$ cat config.mk
export PLATFORM = sky130hd
export DESIGN_NAME = nibble_mem_sequencer_flat
export DESIGN_NICKNAME = d
export VERILOG_FILES = /design/src/rtl/nibble_mem_sequencer_if.sv /design/src/rtl/nibble_mem_sequencer.sv /design/src/flat_wrapper.sv
export SDC_FILE = /design/constraint.sdc
export NUM_CORES = 1
export LEC_CHECK = 0
export ABC_AREA = 1
export BUFFER_PORTS_ARGS = -buffer_cell sky130_fd_sc_hd__buf_2
export CORE_MARGIN = 3
export CORE_UTILIZATION = 49
export CTS_BUF_LIST = sky130_fd_sc_hd__clkbuf_2
export DETAILED_ROUTE_END_ITERATION = 10
export PLACE_DENSITY_LB_ADDON = 0.2
export SLEW_MARGIN = 15
export SYNTH_ARGS = -nofsm -noshare
export SYNTH_HDL_FRONTEND = slang
export SYNTH_SLANG_ARGS = --single-unit
$ cat constraint.sdc
create_clock -name clk -period 1.5 [get_ports clk]
set_clock_uncertainty 0.15 [all_clocks]
set_input_delay 0.3 -clock clk [delete_from_list [all_inputs] [get_ports clk]]
set_output_delay 0.3 -clock clk [all_outputs]
set_load 0.02 [all_outputs]
$ cat src/rtl/nibble_mem_sequencer_if.sv
// Bus bundle between the nibble RAM sequencer and its neighbours:
// the RAM port plus the LOAD source and DUMP sink streams.
interface nibble_mem_sequencer_if #(
    parameter int ADDR_W = 6,
    parameter int DATA_W = 4
);
    logic [ADDR_W-1:0] mem_addr;
    logic [DATA_W-1:0] mem_wdata;
    logic              mem_we;
    logic [DATA_W-1:0] mem_rdata;
    logic              in_valid;
    logic [DATA_W-1:0] in_data;
    logic              in_ready;
    logic              out_valid;
    logic [DATA_W-1:0] out_data;
    logic              out_ready;

    modport master (
        output mem_addr, mem_wdata, mem_we, in_ready, out_valid, out_data,
        input  mem_rdata, in_valid, in_data, out_ready
    );

    modport slave (
        input  mem_addr, mem_wdata, mem_we, in_ready, out_valid, out_data,
        output mem_rdata, in_valid, in_data, out_ready
    );
endinterface

$ cat src/rtl/nibble_mem_sequencer.sv
// Initiator for the 64 x 4-bit nibble RAM. LOAD streams source nibbles
// into consecutive addresses; DUMP reads consecutive addresses out to a
// sink. Each RAM access occupies CYC_LEN clocks with a stable address.
module nibble_mem_sequencer #(
    parameter int ADDR_W  = 6,
    parameter int DATA_W  = 4,
    parameter int CYC_LEN = 8
) (
    input  logic              clk,
    input  logic              rst_n,
    input  logic              ena,
    input  logic              start,
    input  logic              abort,
    input  logic              mode,
    input  logic [ADDR_W-1:0] base_addr,
    input  logic [ADDR_W:0]   count,
    output logic              busy,
    output logic              done,
    nibble_mem_sequencer_if.master bus
);
    localparam int PH_W = (CYC_LEN > 2) ? $clog2(CYC_LEN) : 1;
    localparam logic [PH_W-1:0] PH_LAST = PH_W'(CYC_LEN - 1);
    // Full-RAM transfer length (64 for ADDR_W=6).
    localparam logic [ADDR_W:0] FULL_CNT = {1'b1, {ADDR_W{1'b0}}};

    typedef enum logic [1:0] {
        S_IDLE,
        S_WAIT,
        S_ACCESS,
        S_HOLD
    } state_t;

    state_t            state_q, state_d;
    logic              mode_q, mode_d;
    logic [ADDR_W-1:0] addr_q, addr_d;
    logic [DATA_W-1:0] wdata_q, wdata_d;
    logic [DATA_W-1:0] odata_q, odata_d;
    logic [ADDR_W:0]   rem_q, rem_d;
    logic [PH_W-1:0]   phase_q, phase_d;
    logic              done_q, done_d;

    logic              last_phase;
    logic              last_nib;
    logic [ADDR_W:0]   cnt_clamped;

    assign last_phase  = (phase_q == PH_LAST);
    assign last_nib    = (rem_q == {{ADDR_W{1'b0}}, 1'b1});
    // Zero and anything beyond the RAM size both mean a full sweep.
    assign cnt_clamped = ((count == '0) || (count > FULL_CNT)) ? FULL_CNT : count;

    // State and datapath registers; everything clears on async reset.
    always_ff @(posedge clk or negedge rst_n) begin
        if (!rst_n) begin
            state_q <= S_IDLE;
            mode_q  <= 1'b0;
            addr_q  <= '0;
            wdata_q <= '0;
            odata_q <= '0;
            rem_q   <= '0;
            phase_q <= '0;
            done_q  <= 1'b0;
        end else begin
            state_q <= state_d;
            mode_q  <= mode_d;
            addr_q  <= addr_d;
            wdata_q <= wdata_d;
            odata_q <= odata_d;
            rem_q   <= rem_d;
            phase_q <= phase_d;
            done_q  <= done_d;
        end
    end

    // Next-state logic; with ena low every register simply holds.
    always_comb begin
        state_d = state_q;
        mode_d  = mode_q;
        addr_d  = addr_q;
        wdata_d = wdata_q;
        odata_d = odata_q;
        rem_d   = rem_q;
        phase_d = phase_q;
        done_d  = done_q;
        if (ena) begin
            done_d = 1'b0;
            if (abort) begin
                // Abort also masks a simultaneous start in IDLE.
                if (state_q != S_IDLE) begin
                    state_d = S_IDLE;
                    phase_d = '0;
                end
            end else begin
                case (state_q)
                    S_IDLE: begin
                        if (start) begin
                            mode_d  = mode;
                            addr_d  = base_addr;
                            rem_d   = cnt_clamped;
                            phase_d = '0;
                            state_d = mode ? S_ACCESS : S_WAIT;
                        end
                    end
                    S_WAIT: begin
                        if (bus.in_valid) begin
                            wdata_d = bus.in_data;
                            phase_d = '0;
                            state_d = S_ACCESS;
                        end
                    end
                    S_ACCESS: begin
                        if (last_phase) begin
                            phase_d = '0;
                            if (mode_q) begin
                                odata_d = bus.mem_rdata;
                                state_d = S_HOLD;
                            end else begin
                                addr_d  = addr_q + 1'b1;
                                rem_d   = rem_q - 1'b1;
                                done_d  = last_nib;
                                state_d = last_nib ? S_IDLE : S_WAIT;
                            end
                        end else begin
                            phase_d = phase_q + 1'b1;
                        end
                    end
                    S_HOLD: begin
                        if (bus.out_ready) begin
                            addr_d  = addr_q + 1'b1;
                            rem_d   = rem_q - 1'b1;
                            done_d  = last_nib;
                            state_d = last_nib ? S_IDLE : S_ACCESS;
                        end
                    end
                    default: state_d = S_IDLE;
                endcase
            end
        end
    end

    // Strobes are gated by ena/abort so a frozen or aborted cycle has no effect.
    assign bus.in_ready  = ena & ~abort & (state_q == S_WAIT);
    assign bus.mem_we    = ena & ~abort & (state_q == S_ACCESS) & ~mode_q & last_phase;
    assign bus.out_valid = (state_q == S_HOLD) & ~(ena & abort);
    assign bus.out_data  = odata_q;
    assign bus.mem_addr  = addr_q;
    assign bus.mem_wdata = wdata_q;
    assign busy          = (state_q != S_IDLE);
    assign done          = done_q & ena;
endmodule

$ cat src/flat_wrapper.sv
// flat-port wrapper written by rule: the top's interface ports become plain ports
module nibble_mem_sequencer_flat 
#(
    parameter int ADDR_W  = 6,
    parameter int DATA_W  = 4,
    parameter int CYC_LEN = 8
)
  (clk, rst_n, ena, start, abort, mode, base_addr, count, busy, done, bus_mem_addr, bus_mem_wdata, bus_mem_we, bus_in_ready, bus_out_valid, bus_out_data, bus_mem_rdata, bus_in_valid, bus_in_data, bus_out_ready);
  nibble_mem_sequencer_if #(.ADDR_W(ADDR_W), .DATA_W(DATA_W)) bus_i ();
  input  logic clk;
  input  logic rst_n;
  input  logic ena;
  input  logic start;
  input  logic abort;
  input  logic mode;
  input  logic [ADDR_W-1:0] base_addr;
  input  logic [ADDR_W:0] count;
  output logic busy;
  output logic done;
  output wire logic [$bits(bus_i.mem_addr)-1:0] bus_mem_addr;
  output wire logic [$bits(bus_i.mem_wdata)-1:0] bus_mem_wdata;
  output wire logic [$bits(bus_i.mem_we)-1:0] bus_mem_we;
  output wire logic [$bits(bus_i.in_ready)-1:0] bus_in_ready;
  output wire logic [$bits(bus_i.out_valid)-1:0] bus_out_valid;
  output wire logic [$bits(bus_i.out_data)-1:0] bus_out_data;
  input wire logic [$bits(bus_i.mem_rdata)-1:0] bus_mem_rdata;
  input wire logic [$bits(bus_i.in_valid)-1:0] bus_in_valid;
  input wire logic [$bits(bus_i.in_data)-1:0] bus_in_data;
  input wire logic [$bits(bus_i.out_ready)-1:0] bus_out_ready;
  assign bus_mem_addr = bus_i.mem_addr;
  assign bus_mem_wdata = bus_i.mem_wdata;
  assign bus_mem_we = bus_i.mem_we;
  assign bus_in_ready = bus_i.in_ready;
  assign bus_out_valid = bus_i.out_valid;
  assign bus_out_data = bus_i.out_data;
  assign bus_i.mem_rdata = bus_mem_rdata;
  assign bus_i.in_valid = bus_in_valid;
  assign bus_i.in_data = bus_in_data;
  assign bus_i.out_ready = bus_out_ready;
  nibble_mem_sequencer #(.ADDR_W(ADDR_W), .DATA_W(DATA_W), .CYC_LEN(CYC_LEN)) u_core (.clk(clk), .rst_n(rst_n), .ena(ena), .start(start), .abort(abort), .mode(mode), .base_addr(base_addr), .count(count), .busy(busy), .done(done), .bus(bus_i));
endmodule
## After elaboration in Yosys (flattened, before gate mapping)

Index checks and enable logic that the tools add are counted.

| word-level totals | value |
|---|---|
| register bits | 28 |
| input port bits | 29 |
| output and inout bits | 19 |
| word-level logic and storage cells | 82 |

| cells by class | value |
|---|---|
| $add $sub $neg | 3 |
| magnitude comparators | 1 |
| equal/unequal tests | 14 |
| muxes and demuxes | 33 |
| bitwise logic cells | 11 |
| reduce and logical (&&, ||, !) cells | 12 |

Operators with widths:

| operator | number |
|---|---|
| $mux W7 | 5 |
| $mux W6 | 4 |
| $pmux W7 S3 | 1 |
| $mux W2 | 9 |
| $pmux W6 S3 | 1 |
| $mux W3 | 5 |
| $reduce_and A5 Y1 | 2 |
| $ne A3 B3 Y1 const B | 3 |
| $pmux W3 S3 | 1 |
| $and A1 B1 Y1 | 8 |
| $pmux W2 S4 | 1 |
| $reduce_and A4 Y1 | 2 |
| $eq A7 B1 Y1 const B | 1 |
| $gt A7 B7 Y1 const B | 1 |
| $logic_not A7 Y1 | 1 |
| $reduce_and A7 Y1 | 1 |
| $sub A7 B1 Y7 const B | 1 |
| $add A6 B1 Y6 const B | 1 |
| $ne A2 B2 Y1 const B | 3 |
| $reduce_and A6 Y1 | 1 |
| $mux W1 | 5 |
| $eq A2 B2 Y1 const B | 2 |
| $ne A2 B1 Y1 const B | 2 |
| $reduce_bool A4 Y1 | 1 |
| 10 further kinds | 12 |

## Depth between registers and ports, before layout

| depth | value |
|---|---|
| depth after elaboration | 6 |
| depth in mapped cells | 11 |
| depth with buffers taken out | 11 |

## Worst setup path before layout

Ideal clock, no wire load.

| timing path | value |
|---|---|
| path type | register -> output |
| start point | register u_core.state_q[0] |
| end point | output bus_mem_we |
| arrival | 1.365 ns |
| data required time | 1.050 ns |
| setup slack | -0.315 ns |
| stages on the path, launching flop included | 6 |
| buffers on the path | 1 |
| cells stage by stage | dfrtp_1 inv_1 ha_1 buf_2 nand2_1 nor3_1 |

| on the way | value |
|---|---|
| cells in the longest elaborated chain, start to end | 4 |

Ends and longest elaborated chain:

| item | line | source |
|---|---|---|
| from (decl) | nibble_mem_sequencer.sv:33 | `state_t state_q, state_d;` |
| from (signal assigned) | nibble_mem_sequencer.sv:63 | `state_q <= state_d;` |
| $eq A2 B2 Y1 | nibble_mem_sequencer.sv:142 | `assign bus.mem_we = ena & ~abort & (state_q == S_ACCESS) & ~mode_q & last_phase;` |
| $and A1 B1 Y1 (3 in a row) | nibble_mem_sequencer.sv:142 |  |
| to (decl) | flat_wrapper.sv:22 | `output wire logic [$bits(bus_i.mem_we)-1:0] bus_mem_we;` |

Every way passes these cells.

## Worst setup path after layout

| timing path | value |
|---|---|
| start point | register u_core.state_q[0] |
| end point | register u_core.state_q[0] |

| on the way | value |
|---|---|
| cells in the longest elaborated chain, start to end | 3 |
| elaborated cells between the ends (all ways) | 13 |
| classes of those cells | eq/ne (8); mux (2); reduce/logical (3) |

Ends and longest elaborated chain:

| item | line | source |
|---|---|---|
| $eq A2 B2 Y1 (tied with other cells) | nibble_mem_sequencer.sv:93 | `case (state_q)` |
| $ne A3 B2 Y1 (no source line) (tied with other cells) | n/a |  |
| $reduce_and A6 Y1 (no source line) / $mux W2 (equally long branches) | n/a |  |

Parallel ways exist; a longest one is shown, timed or not.
A chain may end at the register's enable or synchronous reset.

==> results by group <==
Outcome
  • Status: finished with violations
  • Failing checks: hold timing, setup timing

Timing
  • Maximum clock rate: 497 MHz
  • Worst hold slack: -4.01 ps
  • RSZ-0062 raised after global routing: yes
  • Slew Viols, Final: 0
  • Count of final setup violators: 31
  • Worst Tran Pin Value: 387 ps
  • Period minus WS final: 2010 ps
  • Tcrit/Tclk final: 134%
  • Fin. Hold Viols: 1
  • Final WS setup: -513 ps
  • Relative slew slack: 74.2%

Floorplan
  • # IOs: 48
  • Total Die Area: 0.00449 mm²
  • Initial Utilization: 52.5%
  • Die height: 67.0 µm
  • Core Footprint: 0.00347 mm²
  • Num rows: 21
  • DIE WIDTH: 67.0 µm

GRT
  • Number of global-route vias before repair: 1987
  • Initial antenna violation count: 0
  • M2 GR Usage: 48.0%
  • Largest net degree at the start of global routing: 29
  • Total gr overflow: 0
  • Met3 usage: 3.37%
  • Gr busiest metal: met2
  • First-pass GRT wire length: 8510 µm
  • Gr usage total: 24.8%
  • Met1 Use GR: 27.3%

Critical path
  • Slowest stage cell on the critical path: dfrtp_1
  • CP arrival: 2230 ps
  • CP Capture Type: flop
  • Crit path kind: reg -> reg
  • Top fanout value on the critical path: 3
  • CP startpoint kind: flop
  • Crit-path max cell delay: 480 ps
  • CP Buf/Inv Count: 4
  • Crit-path cells: buf_6, ha_4, buf_4, buf_6, nand2_4, buf_6, nand2_1, nand2_1, nand3_2, nor2_2, nand3_1, nand2_1
  • Worst EP required: 1720 ps
  • Top delay family on crit path: simple AND/OR/NAND/NOR gates

Finish
  • Most frequent cells in the layout: nand2_1, buf_2, buf_6, dfrtp_1, buf_4
  • Synth-to-Final Area Change: 64.1%
  • Core Util, Final: 86.2%
  • Nets: 394
  • Most common cell after layout, fill and taps aside: nand2_1
  • Share of layout cells above drive strength 1: 47.3%
  • Fin area: 0.00299 mm²
  • Antenna fix cells: 0

Synth
  • Post-Syn Area: 0.00182 mm²
  • Post-synth cell types: 30
  • Post-synthesis simple-gate area fraction: 33.8%
  • Synth Warn #: 0
  • Post-synthesis mux area share: 3.02%
  • Seq/Total Area, Yosys: 38.5%
  • Compound-Gate Fraction of Synth Area: 8.65%
  • Largest family of logic cells by synthesized area: simple AND/OR/NAND/NOR gates
  • Cells after synthesis: 255
  • Synth Area in XOR/XNOR: 1.44%
  • Seq cells post-synth: 28
  • Syn Nets: 293
  • Adder-cell share of the synthesized area: 6.18%
  • Syn avg cell area: 7.14 µm²

Power
  • Overall Power: 4.95 mW
  • PwrDens: 1660 mW/mm²
  • VDD IR max: 1.31 mV
  • Lkg Pwr: 1.52 nW

Clocking
  • Reg clk slew, reported paths: 280 ps
  • CTS Sinks: 28
  • CTS Buf Count: 3
  • H-tree depth: 1
  • Clock insertion delay at the later pin of the skew report: 410 ps
  • Clock tree buffer depth: 2
  • CTS tree: done
  • CTS root buffer: clkbuf_2

Worst hold path
  • Hold Path Class: in -> reg

Route
  • DR iter-0 viols: 193
  • DRC viols: 0
  • Routed Antenna Nets: 0
  • Drt total wl: 6980 µm
  • Vias/cell: 5.50
  • Vias: 2206
  • Drt first pass iters: 4
  • Routed WL per cell: 17.4 µm

Place
  • DP HPWL: 3210 µm
  • I/O Buffers: 47
  • Final RePlAce weighted congestion: 0.809
  • DP Area: 0.00229 mm²

Flow run
  • Max Cap Viol: 0
[final timing paths]
check                                                   startpoint                            endpoint  slack (ps)  depth (start not counted)
worst max-delay path                 u_core.state_q[0]$_DFFE_PN0P_       u_core.state_q[0]$_DFFE_PN0P_        -510                         12
worst min register to register  u_core.bus.out_data[1]$_DFFE_PN0P_  u_core.bus.out_data[1]$_DFFE_PN0P_         380                          2
worst min-delay path                                  base_addr[2]  u_core.bus.mem_addr[2]$_DFFE_PN0P_          -4                          3
worst max register to register       u_core.state_q[0]$_DFFE_PN0P_       u_core.state_q[0]$_DFFE_PN0P_        -510                         12
max in group asynchronous                                    rst_n       u_core.state_q[1]$_DFFE_PN0P_         660                          3
min in group asynchronous                                    rst_n         u_core.rem_q[3]$_DFFE_PN0P_         210                          3
[per-layer routing]
| layer | part of all wire [%] | up-vias |
|---|---|---|
| li1 | - | 1016 |
| met1 | 36 | 1034 |
| met2 | 53 | 119 |
| met3 | 6.5 | 37 |
| met4 | 4.5 | 0 |
| met5 | 0 | - |
[synthesized netlist by cell type]
cell type,instances,share of area [%]
o21ai_1,2,0.55
or3_1,1,0.34
nor2_1,30,6.2
ha_1,9,6.2
buf_4,1,0.41
xnor2_1,1,0.48
a21oi_1,9,2.5
o21ai_2,1,0.48
buf_2,3,0.82
nor2_2,1,0.34
o21ai_0,16,4.4
nand2_2,2,0.69
inv_2,3,0.62
mux2i_1,1,0.55
nor3_1,3,0.82
xor2_1,2,0.96
and2_1,1,0.34
nor2_4,2,1.2
or2_2,2,0.69
dfrtp_1,28,38
nand4_1,5,1.7
buf_6,1,0.62
nand3b_1,1,0.41
nand3_2,1,0.55
nand3_1,16,4.4
o211ai_1,1,0.41
nand2_1,78,16
mux2_2,4,2.5
o22ai_1,1,0.34
inv_1,29,6.0
[tightest hold or removal path, delay by kind of cell]
kind / cells / cell delay [ps]
muxes: 1 / 60
buffers and inverters: 1 / 80
AOI/OAI and AO/OA: 1 / 120
[metrics by stage]
stage | hold WS (ps) | setup TNS (ps) | std cells | worst slack, ps
floorplan | -146 | -387 | 255 | -49.7
finish | -4.01 | -9900 | 401 | -513
CTS | 15.1 | -7770 | 392 | -423
detailed placement | 176 | -2490 | 364 | -187
global route | 31.8 | -11400 | 401 | -557
global placement | 177 | -1640 | 364 | -122
[final cells by class]
class / count / area (µm²)
clock buffers: 3 / 15.0
well taps: 46 / 57.6
multi-input cells: 191 / 1270
inverters: 32 / 130
flip-flops and latches: 28 / 702
clock inverters: 1 / 3.75
fillers: 183 / 479
repair buffers: 100 / 807
[cells by family after synthesis]
group,count (synthesis)
simple gates,143
buf+inv,37
compound gates,30
flops,28
fa+ha+maj,9
mux,5
xor+xnor,3
[power breakdown]
part	total, mW	switching, mW	leakage, nW	internal (mW)
Combinational	3.37	1.84	1.15	1.53
Clock	0.306	0.249	0.0140	0.0576
Sequential	1.28	0.268	0.358	1.01
[state kept, by name, summed over array words and instances, names as in the netlist]
name and count:
u_core.rem_q 7, u_core.bus.out_data 4, u_core.phase_q 3, u_core.mode_q 1
u_core.bus.mem_wdata 4, u_core.done_q 1, u_core.bus.mem_addr 6, u_core.state_q 2
[what timing repair did]
action,CTS,global route
hold buffers,9,3
endpoints found under the hold margin,36,2
pin swaps,18,33
resized for setup,64,63
cloned,1,2
setup endpoints to repair,31,39
setup buffers,14,7
No activity file was read; power rests on OpenSTA's default activity.
